**config.mk**
```make
export PLATFORM = sky130hd
export DESIGN_NAME = uart_rx
export DESIGN_NICKNAME = d
export VERILOG_FILES = /design/src/rtl/uart_rx_pkg.sv /design/src/rtl/uart_rx_baudgen_rx.sv /design/src/rtl/uart_rx.sv
export SDC_FILE = /design/constraint.sdc
export NUM_CORES = 1
export LEC_CHECK = 0
export CORE_ASPECT_RATIO = 1.2
export CORE_MARGIN = 5
export CORE_UTILIZATION = 45
export CTS_BUF_LIST = sky130_fd_sc_hd__clkbuf_4 sky130_fd_sc_hd__clkbuf_8
export DETAILED_ROUTE_END_ITERATION = 10
export GPL_TIMING_DRIVEN = 0
export PLACE_DENSITY = 0.7
export SETUP_SLACK_MARGIN = 0.15
export SLEW_MARGIN = 20
export SYNTH_ARGS = -nofsm -noshare
export SYNTH_HDL_FRONTEND = slang
export SYNTH_SLANG_ARGS = --single-unit
```
**constraint.sdc**
```tcl
create_clock -name clk -period 4.3 [get_ports clk]
set_input_delay 0.43 -clock clk [delete_from_list [all_inputs] [get_ports clk]]
set_output_delay 0.43 -clock clk [all_outputs]
set_load 0.005 [all_outputs]
```
**src/rtl/uart_rx_pkg.sv**
```systemverilog
// Shared UART constants: baud divisors at a 12 MHz system clock plus the
// half-period helper used to centre sampling on the start bit.
package uart_rx_pkg;

    localparam int DATA_W = 8;
    localparam int CNT_W  = 16;

    localparam int B115200 = 104;
    localparam int B57600  = 208;
    localparam int B38400  = 313;
    localparam int B19200  = 625;
    localparam int B9600   = 1250;

    function automatic int half_period(input int div);
        return div / 2;
    endfunction

endpackage

```
**src/rtl/uart_rx_baudgen_rx.sv**
```systemverilog
// Mod-N tick counter for the receiver: N is DIV, or DIV/2 when half_i is set.
// restart_i holds the count at zero so every period starts from a clean edge.
module baudgen_rx
    import uart_rx_pkg::*;
#(
    parameter int DIV = B115200
) (
    input  logic clk_i,
    input  logic rst_i,
    input  logic restart_i,
    input  logic half_i,
    output logic tick_o
);

    localparam int HALF = half_period(DIV);
    localparam logic [CNT_W-1:0] FULL_LAST = CNT_W'(DIV - 1);
    localparam logic [CNT_W-1:0] HALF_LAST = CNT_W'(HALF - 1);

    logic [CNT_W-1:0] cnt_q, cnt_d;
    logic [CNT_W-1:0] last;

    assign last   = half_i ? HALF_LAST : FULL_LAST;
    assign tick_o = !restart_i && (cnt_q == last);

    always_comb begin
        cnt_d = cnt_q + CNT_W'(1);
        if (restart_i || tick_o) begin
            cnt_d = '0;
        end
    end

    always_ff @(posedge clk_i) begin
        if (rst_i) begin
            cnt_q <= '0;
        end else begin
            cnt_q <= cnt_d;
        end
    end

endmodule

```
**src/rtl/uart_rx.sv**
```systemverilog
// 8N1 UART receiver: two-flop synchronizer, mid-bit sampling, one-cycle
// rcv / frame_err strobes, and a BREAK state that waits out a held-low line.
module uart_rx
    import uart_rx_pkg::*;
#(
    parameter int DIV = B115200
) (
    input  logic              clk,
    input  logic              rst,
    input  logic              rx,
    output logic [DATA_W-1:0] data,
    output logic              rcv,
    output logic              frame_err,
    output logic              busy
);

    typedef enum logic [2:0] {
        ST_IDLE,
        ST_START,
        ST_DATA,
        ST_STOP,
        ST_BRK
    } state_e;

    state_e            state_q;
    logic              sync1_q, rx_s_q;
    logic [2:0]        bit_idx_q;
    logic [DATA_W-1:0] shreg_q;
    logic [DATA_W-1:0] data_q;
    logic              rcv_q, frame_err_q, busy_q;
    logic              tick;
    logic              restart;
    logic              half_sel;

    // Divider sits at zero while idle or in break, so entering START always
    // begins a fresh half period; later transitions coincide with a wrap.
    assign restart  = (state_q == ST_IDLE) || (state_q == ST_BRK);
    assign half_sel = (state_q == ST_START);

    baudgen_rx #(
        .DIV(DIV)
    ) u_baudgen (
        .clk_i    (clk),
        .rst_i    (rst),
        .restart_i(restart),
        .half_i   (half_sel),
        .tick_o   (tick)
    );

    always_ff @(posedge clk) begin
        if (rst) begin
            sync1_q <= 1'b1;
            rx_s_q  <= 1'b1;
        end else begin
            sync1_q <= rx;
            rx_s_q  <= sync1_q;
        end
    end

    always_ff @(posedge clk) begin
        if (rst) begin
            state_q     <= ST_IDLE;
            bit_idx_q   <= 3'd0;
            data_q      <= '0;
            rcv_q       <= 1'b0;
            frame_err_q <= 1'b0;
            busy_q      <= 1'b0;
        end else begin
            rcv_q       <= 1'b0;
            frame_err_q <= 1'b0;
            case (state_q)
                ST_IDLE: begin
                    if (!rx_s_q) begin
                        state_q <= ST_START;
                        busy_q  <= 1'b1;
                    end
                end
                ST_START: begin
                    if (tick) begin
                        if (rx_s_q) begin
                            state_q <= ST_IDLE;
                            busy_q  <= 1'b0;
                        end else begin
                            state_q   <= ST_DATA;
                            bit_idx_q <= 3'd0;
                        end
                    end
                end
                ST_DATA: begin
                    if (tick) begin
                        shreg_q   <= {rx_s_q, shreg_q[DATA_W-1:1]};
                        bit_idx_q <= bit_idx_q + 3'd1;
                        if (bit_idx_q == 3'd7) begin
                            state_q <= ST_STOP;
                        end
                    end
                end
                ST_STOP: begin
                    if (tick) begin
                        if (rx_s_q) begin
                            data_q  <= shreg_q;
                            rcv_q   <= 1'b1;
                            state_q <= ST_IDLE;
                            busy_q  <= 1'b0;
                        end else begin
                            frame_err_q <= 1'b1;
                            state_q     <= ST_BRK;
                        end
                    end
                end
                ST_BRK: begin
                    if (rx_s_q) begin
                        state_q <= ST_IDLE;
                        busy_q  <= 1'b0;
                    end
                end
                default: begin
                    state_q <= ST_IDLE;
                    busy_q  <= 1'b0;
                end
            endcase
        end
    end

    assign data      = data_q;
    assign rcv       = rcv_q;
    assign frame_err = frame_err_q;
    assign busy      = busy_q;

endmodule
```
==> flow_metrics.py, run 1 <==
metrics = {
    "outcome": {
        "outcome": "finished clean",
    },
    "timing": {
        "setup_tns_ns": 0,
        "timing.final.setup_violations": 0,
        "worst_slew_margin_rel_pct": 44.1,
        "tmin_final_ns": 2.69,
        "setup_ws_post_layout_ns": 1.61,
        "worst_clock_skew_ns": 0.0103,
        "finalHoldWorstSlack_ns": 0.412,
        "slew_viol_final": 0,
        "timing.fmax_mhz": 372,
        "worst-slew-pin-transition_ns": 0.834,
        "fin_crit_sh_pct": 62.6,
        "rsz0062_at_grt": "false",
        "hold_violations": 0,
    },
    "setup_path": {
        "critical_path_class": "register to register",
        "cp_data_arrival_time_ns": 2.61,
        "worstPathRequired_ns": 4.22,
        "critical_path.max_fanout": 11,
        "critPathCaptureType": "register",
        "start_kind": "register",
    },
    "die": {
        "core_um2": 3940,
        "floorplan.die_area_um2": 5440,
        "fp.dieW_um": 68.1,
        "floorplan.initialDensity_pct": 46.3,
        "die_height_um": 79.8,
        "io_pins": 14,
        "placementRows": 25,
    },
    "yosys": {
        "ys_seq_elements": 43,
        "synth_largest_type_area_fraction_pct": 38.4,
        "postSynthCellCount": 190,
        "ys_async_sr_fraction_pct": 0,
        "edff_count_synth": 8,
        "mappedNetlistArea_um2": 1830,
        "syn-mean-instance-area_um2": 9.61,
        "seq_area_frac_synth_pct": 51.5,
        "dominantRegCellSynth": "dfxtp_1",
        "netlist_top_cells_area": "dfxtp_1 38%, edfxtp_1 13%, nor2_1 4.5%",
        "yosys_warnings": 0,
        "cell_variety_after_synth": 38,
        "yosys.area.top_type": "dfxtp_1",
        "synth_fp_nets": 196,
    },
    "finish": {
        "nets_finish": 216,
        "antennaDiodeCount": 0,
        "finalCoreUtilization_pct": 54.2,
        "post_layout_nonfiller_instances": 265,
        "synthToLayoutAreaGrowth_pct": 17.0,
        "final_layout_size_suffix_gt1_share_pct": 8.53,
    },
    "clock_tree": {
        "cts_repair_resize_count": 0,
        "numClockSinks": 43,
        "cts.clk_slew.worst_paths_ns": 0.08,
        "clk_path_buf_depth": 2,
        "cts_tree": "done",
        "h-tree-depth": 2,
        "clk_latency_ns": 0.30,
        "holdBufCountCts": 0,
        "cts_setup_buffers": 0,
        "cts_root_buffer": "clkbuf_8",
        "cts_buffers": 5,
    },
    "global_route": {
        "pin_count_of_the_biggest_net_entering_global_routing": 14,
        "grt_pass1_vias": 1313,
        "grt-ovfl-total": 0,
        "grt_antenna_before_repair": 0,
        "grt_first_pass_wirelength_mm": 5.78,
        "grt.total_usage_pct": 14.2,
    },
    "detailed_routing": {
        "post_detailed_route_drc_marker_count": 0,
        "detail-route-antenna-nets": 0,
        "total_detailed_routing_wirelength_mm": 3.31,
        "vias": 1395,
        "wl_per_cell_um": 12.5,
        "first_iter_violations": 95,
        "detail_route.vias_per_cell": 5.26,
        "number_of_detailed_route_iterations_in_the_first_pass": 4,
    },
    "run": {
        "number_of_maximum_capacitance_violations": 0,
    },
    "placement": {
        "portBuffers": 13,
        "gpl.final_weighted_congestion": 0.749,
        "numPlacedInstances": 257,
        "detailed_place_hpwl_mm": 2.29,
        "dp_slack_ns": 1.60,
    },
    "pwr": {
        "power.ir.vdd_worst_mv": 0.146,
        "cellPowerDensity_nw_per_um2": 344,
        "leakage_component_of_the_power_nw": 0.673,
    },
    "hold_path": {
        "path_class_of_the_lowest_slack_min_delay_path": "register to register",
    },
}
## final cells by class
| cell class | instances | area (um2) |
|---|---|---|
| multi-input cells | 132 | 822 |
| clock inverters | 3 | 38.8 |
| well taps | 54 | 67.6 |
| clock buffers | 5 | 68.8 |
| inverters | 5 | 18.8 |
| plain buffers | 10 | 48.8 |
| fillers | 388 | 1810 |
| repair buffers | 13 | 130 |
| flip-flops and latches | 43 | 941 |
## through the flow
step	area (um2)	power [W]
after detailed placement	2030	0.000438
after floorplan	1830	0.000433
final	2140	0.000735
after CTS	2140	0.000742
after global routing	2140	0.000763
after global placement	2020	0.000438
## power breakdown
| group | total (W) | leakage [nW] | internal [W] | switching (W) |
|---|---|---|---|---|
| logic | 0.0000168 | 0.263 | 0.00000767 | 0.00000916 |
| clock network | 0.000306 | 0.0556 | 0.000170 | 0.000136 |
| registers | 0.000412 | 0.354 | 0.000410 | 0.00000176 |
## metal layers
| layer | wire (um) | vias to the layer above | GRT usage [%] |
|---|---|---|---|
| li1 | - | 715 | - |
| met1 | 1530 | 653 | 16.5 |
| met2 | 1600 | 22 | 22.8 |
| met3 | 118 | 5 | 4.79 |
| met4 | 59 | 0 | 7.16 |
| met5 | 0 | - | 0 |
## cell usage after synthesis (all sizes together) (3+ instances only)
library cell,n
dfxtp,35
o21ai,12
xor2,5
ha,3
nor3,7
clkbuf,6
nand4,7
a22o,3
buf,4
a21oi,10
xnor2,8
nor4,3
nor2b,4
nand2,6
edfxtp,8
nand3,14
inv,5
or2,4
nor2,22
## flip-flops by register name, summed over array words and instances, names as in the netlist, 3 cells and up
name / flops
u_baudgen.cnt_q: 16
data: 8
shreg_q: 8
bit_idx_q: 3
state_q: 3
## worst paths after layout
check                      from    endpoint  slack [ns]  depth (start not counted)
max          u_baudgen.cnt_q[0]  shreg_q[2]        1.61                          4
min                     sync1_q      rx_s_q        0.41                          1
max reg2reg  u_baudgen.cnt_q[0]  shreg_q[2]        1.61                          4
min reg2reg             sync1_q      rx_s_q        0.41                          1
## cells in the final DEF, fill, tap and decap left out, drive strengths merged, types with 4 or more instances in the layout
| master | count |
|---|---|
| dfxtp | 35 |
| buf | 4 |
| nor2b | 4 |
| nand2 | 6 |
| o21ai | 12 |
| nand4 | 7 |
| clkdlybuf4s50 | 13 |
| clkbuf | 11 |
| inv | 5 |
| nor2 | 22 |
| nand3 | 14 |
| or2 | 4 |
| nor3 | 7 |
| xor2 | 5 |
| a21oi | 10 |
| edfxtp | 8 |
| xnor2 | 8 |
## worst max-delay path, stage by stage, from the launching register on
cell and delay (ns):
dfxtp_1 0.38, ha_1 0.28, nor4b_1 0.58, nand3_1 0.32, nor3_2 0.75
## kinds of logic after synthesis
group	count (synthesis)	synth area share (%)
simple gates	81	23.9
xor+xnor	13	6.24
compound gates	31	10.1
fa+ha+maj	4	2.60
mux	3	1.92
flops	43	51.5
buf+inv	15	3.70
Note: power is estimated with default switching activity, not from simulation.
==> inputs of run 2 (changes only) <==
PLACE_DENSITY = 0.73   (was 0.7)
clock period = 2.3 ns   (was 4.3 ns; I/O delays follow)
==> run 2 against run 1 <==
  * Sequential power increased by 87%
  * Critical path depth increased by 1
  * Critical path type unchanged
  * Clock power increased by 62%
==> flow_metrics.py, run 2 (synthesis gave the netlist of run 1 again) <==
metrics = {
    "outcome": {
        "outcome": "finished clean",
    },
    "finish": {
        "reg_area_um2": 941,
        "largest_register_ff_count": 16,
        "nets_finish": 217,
        "layout_common_cells": "35 x dfxtp_1, 22 x nor2_1, 13 x nand3_1, 13 x clkdlybuf4s50_1, 11 x o21ai_0",
        "antennaDiodeCount": 0,
        "final_common_cell": "dfxtp_1",
        "final_layout_size_suffix_gt1_share_pct": 12.3,
        "multi_input_area_um2": 885,
        "synthToLayoutAreaGrowth_pct": 20.8,
        "max_flop_register": "u_baudgen.cnt_q",
        "layout.filler_cells": 366,
    },
    "pwr": {
        "pwr-share-seq_pct": 59.3,
        "cellPowerDensity_nw_per_um2": 589,
        "power.ir.vdd_worst_mv": 0.397,
        "clock_share_of_power_pct": 38.2,
        "leakage_component_of_the_power_nw": 0.700,
        "p_sw_share_pct": 23.1,
        "combPwrFrac_pct": 2.5,
        "power.net_switching_w": 0.000299,
        "internal_power_w": 0.000999,
    },
    "timing": {
        "worst-slew-pin-transition_ns": 0.460,
        "worst_slew_margin_rel_pct": 69.1,
        "hold_violations": 0,
        "setup_tns_ns": 0,
        "timing.fmax_mhz": 493,
        "setup_ws_post_layout_ns": 0.271,
        "tmin_final_ns": 2.03,
        "rsz0062_at_grt": "false",
        "worst_clock_skew_ns": 0.00979,
        "timing.final.setup_violations": 0,
        "fin_crit_sh_pct": 88.2,
        "slew_viol_final": 0,
    },
    "placement": {
        "portBuffers": 13,
        "gpl.final_weighted_congestion": 0.757,
        "dp_slack_ns": -0.303,
        "detailed_place_hpwl_mm": 2.34,
    },
    "clock_tree": {
        "h-tree-depth": 2,
        "cts_buffers": 5,
        "clk_path_buf_depth": 2,
        "cts_root_buffer": "clkbuf_8",
        "cts.clk_slew.worst_paths_ns": 0.09,
        "numClockSinks": 43,
        "holdBufCountCts": 0,
        "cts_tree": "done",
        "clk_latency_ns": 0.30,
    },
    "detailed_routing": {
        "detail-route-antenna-nets": 0,
        "number_of_detailed_route_iterations_in_the_first_pass": 4,
        "vias": 1398,
        "first_iter_violations": 99,
        "wl_per_cell_um": 12.7,
        "total_detailed_routing_wirelength_mm": 3.37,
        "detail_route.vias_per_cell": 5.26,
        "post_detailed_route_drc_marker_count": 0,
    },
    "global_route": {
        "pin_count_of_the_biggest_net_entering_global_routing": 16,
        "grt-ovfl-total": 0,
        "grt_antenna_before_repair": 0,
        "globalRouteMet2Util_pct": 22.7,
        "grt_busiest_layer": "met2",
        "grt.total_usage_pct": 14.1,
        "gr-usage-met1_pct": 17.8,
        "grt_util_met3_pct": 3.80,
        "grt_first_pass_wirelength_mm": 5.85,
        "grt_pass1_vias": 1297,
    },
    "die": {
        "io_pins": 14,
        "floorplan.die_area_um2": 5440,
        "die_height_um": 79.8,
        "core_um2": 3940,
        "fp.dieW_um": 68.1,
        "floorplan.initialDensity_pct": 46.3,
        "placementRows": 25,
    },
    "setup_path": {
        "critical_path_class": "register to register",
        "critPathCaptureType": "register",
        "cp_data_arrival_time_ns": 2.23,
        "worstPathRequired_ns": 2.50,
        "start_kind": "register",
        "critical_path.max_fanout": 5,
    },
    "run": {
        "number_of_maximum_capacitance_violations": 0,
    },
    "hold_path": {
        "path_class_of_the_lowest_slack_min_delay_path": "register to register",
    },
}
==> run 2: path summary, 6_finish.rpt <==
path,from,endpoint,slack [ns],cells past startpoint
min reg2reg,sync1_q,rx_s_q,0.42,1
min,sync1_q,rx_s_q,0.42,1
max,u_baudgen.cnt_q[0],bit_idx_q[1],0.27,5
max reg2reg,u_baudgen.cnt_q[0],bit_idx_q[1],0.27,5
==> run 2: through the flow <==
step | instance area [um2] | hold slack [ns] | cells | power (W) | util (%)
after floorplan | 1830 | 0.334 | 190 | 0.000809 | -
final | 2200 | 0.422 | 266 | 0.00130 | 55.9
after global routing | 2200 | 0.430 | 266 | 0.00135 | 55.9
after detailed placement | 2030 | 0.401 | 257 | 0.000820 | 51.5
after CTS | 2160 | 0.423 | 266 | 0.00131 | 54.9
after global placement | 2030 | 0.394 | 257 | 0.000820 | 51.5
==> run 2: area by class of cell <==
class | instances | share of cell area [%]
buffer | 10 | 2.21
multi-input combinational | 132 | 40.1
clock inverter | 3 | 1.14
timing repair buffer | 14 | 6.81
tap | 54 | 3.06
inverter | 5 | 0.851
clock buffer | 5 | 3.12
sequential | 43 | 42.7
==> run 2: routing by layer <==
layer  vias to the layer above  routed length (um)
met2                        12                1650
met1                       664                1560
li1                        717                   -
met5                         -                   0
met4                         0                  53
met3                         5                 103
==> run 2: critical path, stage by stage, from the launching register on <==
cell     delay (ns)
dfxtp_1        0.38
ha_1           0.27
nor4b_4        0.37
nand3_4        0.17
or4_4          0.53
a22o_1         0.20
==> run 2: power groups by stage <==
stage	registers (W)	clock network (W)	logic (W)
final	0.000771	0.000496	0.0000323
after global placement	0.000788	0	0.0000314
after CTS	0.000771	0.000506	0.0000318
after detailed placement	0.000788	0	0.0000314
after floorplan	0.000787	0	0.0000214
after global routing	0.000772	0.000541	0.0000357
==> run 2: repair_timing <==
| action | CTS | global route |
|---|---|---|
| endpoints found under the setup margin | 33 | 24 |
| pin swaps | 1 | 0 |
| buffers inserted | 1 | 0 |
| resized for setup | 4 | 6 |
